==> src/rtl/id_ex_dispatch_fifo.sv <==
// rtl/id_ex_dispatch_fifo.sv - decode->dispatch bundle buffer with stall, flush and occupancy
module id_ex_dispatch_fifo #(
    parameter int DATA_W = 100,
    parameter int DEPTH  = 4,
    parameter int CNT_W  = 32
) (
    input  logic                       clk,
    input  logic                       rst,
    input  logic                       flush,
    input  logic                       stall,
    input  logic                       in_valid,
    output logic                       in_ready,
    input  logic [DATA_W-1:0]          in_data,
    output logic                       out_valid,
    input  logic                       out_ready,
    output logic [DATA_W-1:0]          out_data,
    output logic                       is_dispatching,
    output logic [$clog2(DEPTH):0]     count,
    output logic                       full,
    output logic                       empty,
    output logic [CNT_W-1:0]           dispatch_cnt
);
    localparam int PTR_W = $clog2(DEPTH);
    localparam int CW    = PTR_W + 1;

    logic [DATA_W-1:0] mem [DEPTH];
    logic [PTR_W-1:0]  wr_ptr;
    logic [PTR_W-1:0]  rd_ptr;
    logic              push;
    logic              pop;

    assign full           = (count == CW'(DEPTH));
    assign empty          = (count == '0);
    assign in_ready       = ~full;
    assign out_valid      = ~empty & ~stall;
    assign out_data       = mem[rd_ptr];
    assign push           = in_valid & in_ready & ~flush;
    assign pop            = out_valid & out_ready;
    assign is_dispatching = pop;

    // Pointers wrap on their own because DEPTH is a power of two.
    always_ff @(posedge clk) begin
        if (rst) begin
            wr_ptr <= '0;
            rd_ptr <= '0;
            count  <= '0;
            for (int i = 0; i < DEPTH; i++) begin
                mem[i] <= '0;
            end
        end else if (flush) begin
            wr_ptr <= '0;
            rd_ptr <= '0;
            count  <= '0;
        end else begin
            if (push) begin
                mem[wr_ptr] <= in_data;
                wr_ptr      <= wr_ptr + PTR_W'(1);
            end
            if (pop) begin
                rd_ptr <= rd_ptr + PTR_W'(1);
            end
            case ({push, pop})
                2'b10:   count <= count + CW'(1);
                2'b01:   count <= count - CW'(1);
                default: count <= count;
            endcase
        end
    end

    // A dispatch in a flush cycle has already left the buffer, so it is still counted.
    always_ff @(posedge clk) begin
        if (rst) begin
            dispatch_cnt <= '0;
        end else if (pop) begin
            dispatch_cnt <= dispatch_cnt + CNT_W'(1);
        end
    end

    a_push_ready: assert property (@(posedge clk) disable iff (rst) push |-> in_ready);
    a_pop_valid:  assert property (@(posedge clk) disable iff (rst) pop |-> out_valid);
    a_count_max:  assert property (@(posedge clk) disable iff (rst) count <= CW'(DEPTH));
endmodule

==> config.mk <==
export PLATFORM = sky130hd
export DESIGN_NAME = id_ex_dispatch_fifo
export DESIGN_NICKNAME = d
export VERILOG_FILES = /design/src/rtl/id_ex_dispatch_fifo.sv
export SDC_FILE = /design/constraint.sdc
export NUM_CORES = 1
export LEC_CHECK = 0
export ABC_AREA = 1
export BUFFER_PORTS_ARGS = -buffer_cell sky130_fd_sc_hd__buf_2
export CAP_MARGIN = 10
export CORE_MARGIN = 10
export CORE_UTILIZATION = 51
export DETAILED_ROUTE_END_ITERATION = 6
export PLACE_DENSITY_LB_ADDON = 0.12
export SLEW_MARGIN = 20
export SYNTH_ARGS = -nofsm -noshare
export SYNTH_HDL_FRONTEND = slang
export SYNTH_SLANG_ARGS = --single-unit
==> constraint.sdc <==
create_clock -name clk -period 17.8 [get_ports clk]
set_clock_uncertainty 0.2 [all_clocks]
set_input_delay 0.89 -clock clk [delete_from_list [all_inputs] [get_ports clk]]
set_output_delay 0.89 -clock clk [all_outputs]
set_load 0.03 [all_outputs]
# [After elaboration in Yosys (flattened, before gate mapping)]
# Memories as Yosys holds them, arrays and structs flattened. A register that Yosys moved wholly into a read port is not among the register bits.
# Index checks and enable logic that the tools add are counted.
[totals] reg_bits=39 ram_bits=400 in_bits=106 out_inout_bits=140 word_cells=37 n_memories=1
[op_classes] addsub=5 eq_ne=3 mux=12 bitwise_logic=8 n_reduce_logical=4
[mem_list] name="mem" depth=4 width=100 rd=1 rd_clocked_by_memory_dff=1 write_ports=4 line_no="26" rtl="logic [DATA_W-1:0] mem [DEPTH];"
[ops] op="100-bit 2-to-1 mux" n=1
[ops] op="100-bit OR reduction" n=1
[ops] op="32-bit by 1-bit adder with 32-bit output (second input constant)" n=1
[ops] op="1-bit 2-to-1 mux" n=7
[ops] op="2-bit 2-to-1 mux" n=3
[ops] op="3-bit case mux with 2 select lines" n=1
[ops] op="2-bit by 1-bit adder with 2-bit output (second input constant)" n=2
[ops] op="1-bit bitwise AND" n=4
[ops] op="1-bit inverter" n=4
[ops] op="3-bit by 1-bit adder with 3-bit output (second input constant)" n=1
[ops] op="3-bit == test (second input constant)" n=1
[ops] op="3-bit logical NOT" n=1
[ops] op="3-bit by 1-bit subtractor with 3-bit output (second input constant)" n=1
[ops] op="2-bit by 1-bit == test with 1-bit output (second input constant)" n=1
[ops] op="2-bit == test (second input constant)" n=1
[ops] op="2-bit nonzero test" n=1
[ops] op="2-bit OR reduction" n=1

# [Logic depth before layout (Yosys ltp)]
[depth] ltp_word=10 ltp_mapped=12

# [Worst setup path after synthesis]
# OpenSTA, ideal clock, no wires.
[synth_timing] path_type="input -> register" from="input port flush" to="memory mem[3][0], enable pin" setup_time_ns=0.697 t_arrival_ns=8.228 required_ns=16.903 setup_slack_ns=8.675 cell_stages=5 path_buffers=0 cell_sequence="inv_1 > nand2_1 > nor2_4 > nand2_1 > o21ai_0"
[synth_lines] element="from (decl)" line_no="9" rtl="input logic flush,"
[synth_lines] element="to (decl)" line_no="26"

==> results.cfg <==
[cts]
ctsResizeCount = 0
cts_sinks = 441
cts_setup_buffers = 0
clockRootBuffer = clkbuf_16
cts.htree.levels = 2
hold_buffers = 0
clk_path_buf_depth = 3
cts_buffers = 47
tritoncts = done
clk_latency_ns = 0.55
clk_pin_slew_ns = 0.06

[place]
place_ws_ns = 12.03
hpwlAfterDp_mm = 28.7
io_buffers = 245
place.gp.congestion = 0.810

[power_and_ir_drop]
power_density_nw_per_um2 = 104
leakagePower_nw = 9.03
finalPower_mw = 2.30
peakVddDrop_mv = 0.0674

[synthesis]
synth_top_family_by_area = simple AND/OR/NAND/NOR gates
synthMuxAreaShare = 0
synth.most_common_cell = nor2_1
synthFlopType = edfxtp_1
synth-simple-area-share = 0.167
ys_top_cells_by_count = nor2_1 (587), edfxtp_1 (400), o21ai_0 (212)
post_synth.cell_area_avg_um2 = 10.2
synth_cell_types = 32
yosys-top-cells-area = edfxtp_1 (63%), nor2_1 (11%), o21ai_0 (5.5%), dfxtp_1 (4.3%), inv_1 (3.3%)
synth-edff-count = 400
synthCells = 1873
ys_seq_elements = 441
synth-compound-area-share = 0.0954
syn-cell-area_um2 = 19200
yosysSeqAreaShare = 0.669
synthArstFlopShare = 0
synth_top_area_frac = 0.627
ys_warn_count = 0
synthXorXnorAreaFrac = 0.00137
synth_fa_ha_area_frac = 0.00235
syn_nets = 1982
synth.largest_area_cell = edfxtp_1

[floorplanning]
io_pins = 246
core-area_um2 = 36900
die_y_um = 214
rows = 70
dieArea_um2 = 45700
initial_utilization = 0.520
die_w_um = 214

[layout]
regArea_um2 = 12800
syn2layout_area_growth_pct = 15.7
fin_nets = 2171
n_fill_cell = 3150
drive_above_1_share = 0.167
final_util = 0.601
multi_input_area_um2 = 5180

[global_route]
grtUsageTotal = 0.218
antenna_found_initial = 1
grt_pass1_wl_mm = 78.8
grt-ovfl-total = 0
grt_max_degree = 107
grt_pass1_vias = 14451

[timing]
fmax_mhz = 196
totalNegativeSetupSlack_ns = 0
whs_ns = 0.290
setup_slack_ns = 12.69
max_slew_margin = 0.257
setup_viol = 0
tightest_slew_ns = 1.12
period_minus_slack_ns = 5.11
report.final.slew_viol_count = 0
grt_setup_unrepaired = no
finalHoldViolCount = 0
finalCritPeriodShare = 0.287

[route]
drt-vias-per-instance = 5.47
dr.first_iter.drc_count = 1091
drtPass1Iterations = 5
vias = 14245
wire_per_inst_um = 19.5
wl_mm = 50.7
antenna_left = 0
drc = 0

[setup_path]
crit_start = rst
cpPeakStageDelay_ns = 0.90
r2r_cells = 9
cp-start-kind = input port
r2r-start = count[1]$_SDFFE_PP0P_
path_max_fanout = 106
crit_top_cell = nand2_4
arrival_ns = 5.08
critPathTopFamily = simple AND/OR/NAND/NOR gates
path_depth = 7
crit_chain = buf_2, inv_1, nand2_8, inv_2, nand2_4, nand2_4, buf_4
crit_end = mem[2][46]$_SDFFCE_PN0P_
crit_type = in -> reg
cp.required_ns = 17.77
r2r_slack_ns = 13.47
crit_path_end_kind = flip-flop
cpMaxStageDelayCell = nand2_4
crit_buf_inv = 4
r2r-end = mem[2][46]$_SDFFCE_PN0P_

[job]
max-cap-violations = 0

[status]
outcome = finished, final reports clean

[min_path]
hp-class = reg -> reg
min_from = rd_ptr[1]$_SDFFE_PP0P_
[through the flow]
step,std cells,instance area [µm²]
CTS,2602,22100
finish,2604,22200
floorplan,1873,19200
global route,2603,22200
detailed placement,2516,20700
global placement,2516,20700
[logic make-up (layout without fill, tap and decap cells)]
family | count (synthesis) | in the layout
adder cells (fa/ha/maj) | 3 | 3
AND/OR/NAND/NOR | 793 | 793
other | 0 | 1
buffers and inverters | 295 | 521
flip-flops | 441 | 441
AO/OA/AOI/OAI | 338 | 338
XOR/XNOR | 3 | 3
[power by group]
group          leakage (nW)  total (mW)  switching, mW  internal [mW]
logic                  3.81       0.160          0.122         0.0378
registers              4.48        1.18         0.0107           1.17
clock network         0.732       0.954          0.388          0.566
[layout by cell type, fill, tap and decap left out, types with 20 or more instances in the layout]
cell,Yosys,routed
edfxtp_1,400,400
nor3_1,83,83
clkbuf_16,0,49
nand3_1,24,23
buf_2,27,245
o21ai_0,212,210
o22ai_1,100,100
nand2_1,73,69
nor2_1,587,587
dfxtp_1,41,39
inv_1,168,167
a21oi_1,20,20
[how the worst min path moves through the flow]
| stage | cells after the start | end | slack (ns) |
|---|---|---|---|
| after floorplan | 1 | flip-flop | 0.25 |
| after global placement | 1 | flip-flop | 0.27 |
| after detailed placement | 1 | flip-flop | 0.28 |
| after CTS | 1 | rd_ptr[1]$_SDFFE_PP0P_ | 0.29 |
| after global routing | 1 | flip-flop | 0.31 |
| final | 1 | rd_ptr[1]$_SDFFE_PP0P_ | 0.29 |
[final cells by class]
type                    count  share of cell area
diodes                      1            0.000113
clock buffers              67              0.0588
clock inverters            19             0.00846
inverters                 172              0.0293
multi-input cells        1137               0.234
flip-flops and latches    441               0.579
well taps                 504              0.0284
repair buffers            263              0.0623
[layer usage]
layer,routed length (µm),part of all wire,global-route usage
met5,0,0,0
met4,1060,0.021,0.0614
met3,4180,0.082,0.0404
met2,24300,0.48,0.365
met1,21100,0.42,0.286
[sequential cells by signal (all words and copies together) (netlist names), named ones only]
register,cells
count,3
dispatch_cnt,32
mem,400
rd_ptr,2
wr_ptr,2
Note: power is estimated with default switching activity, not from simulation.
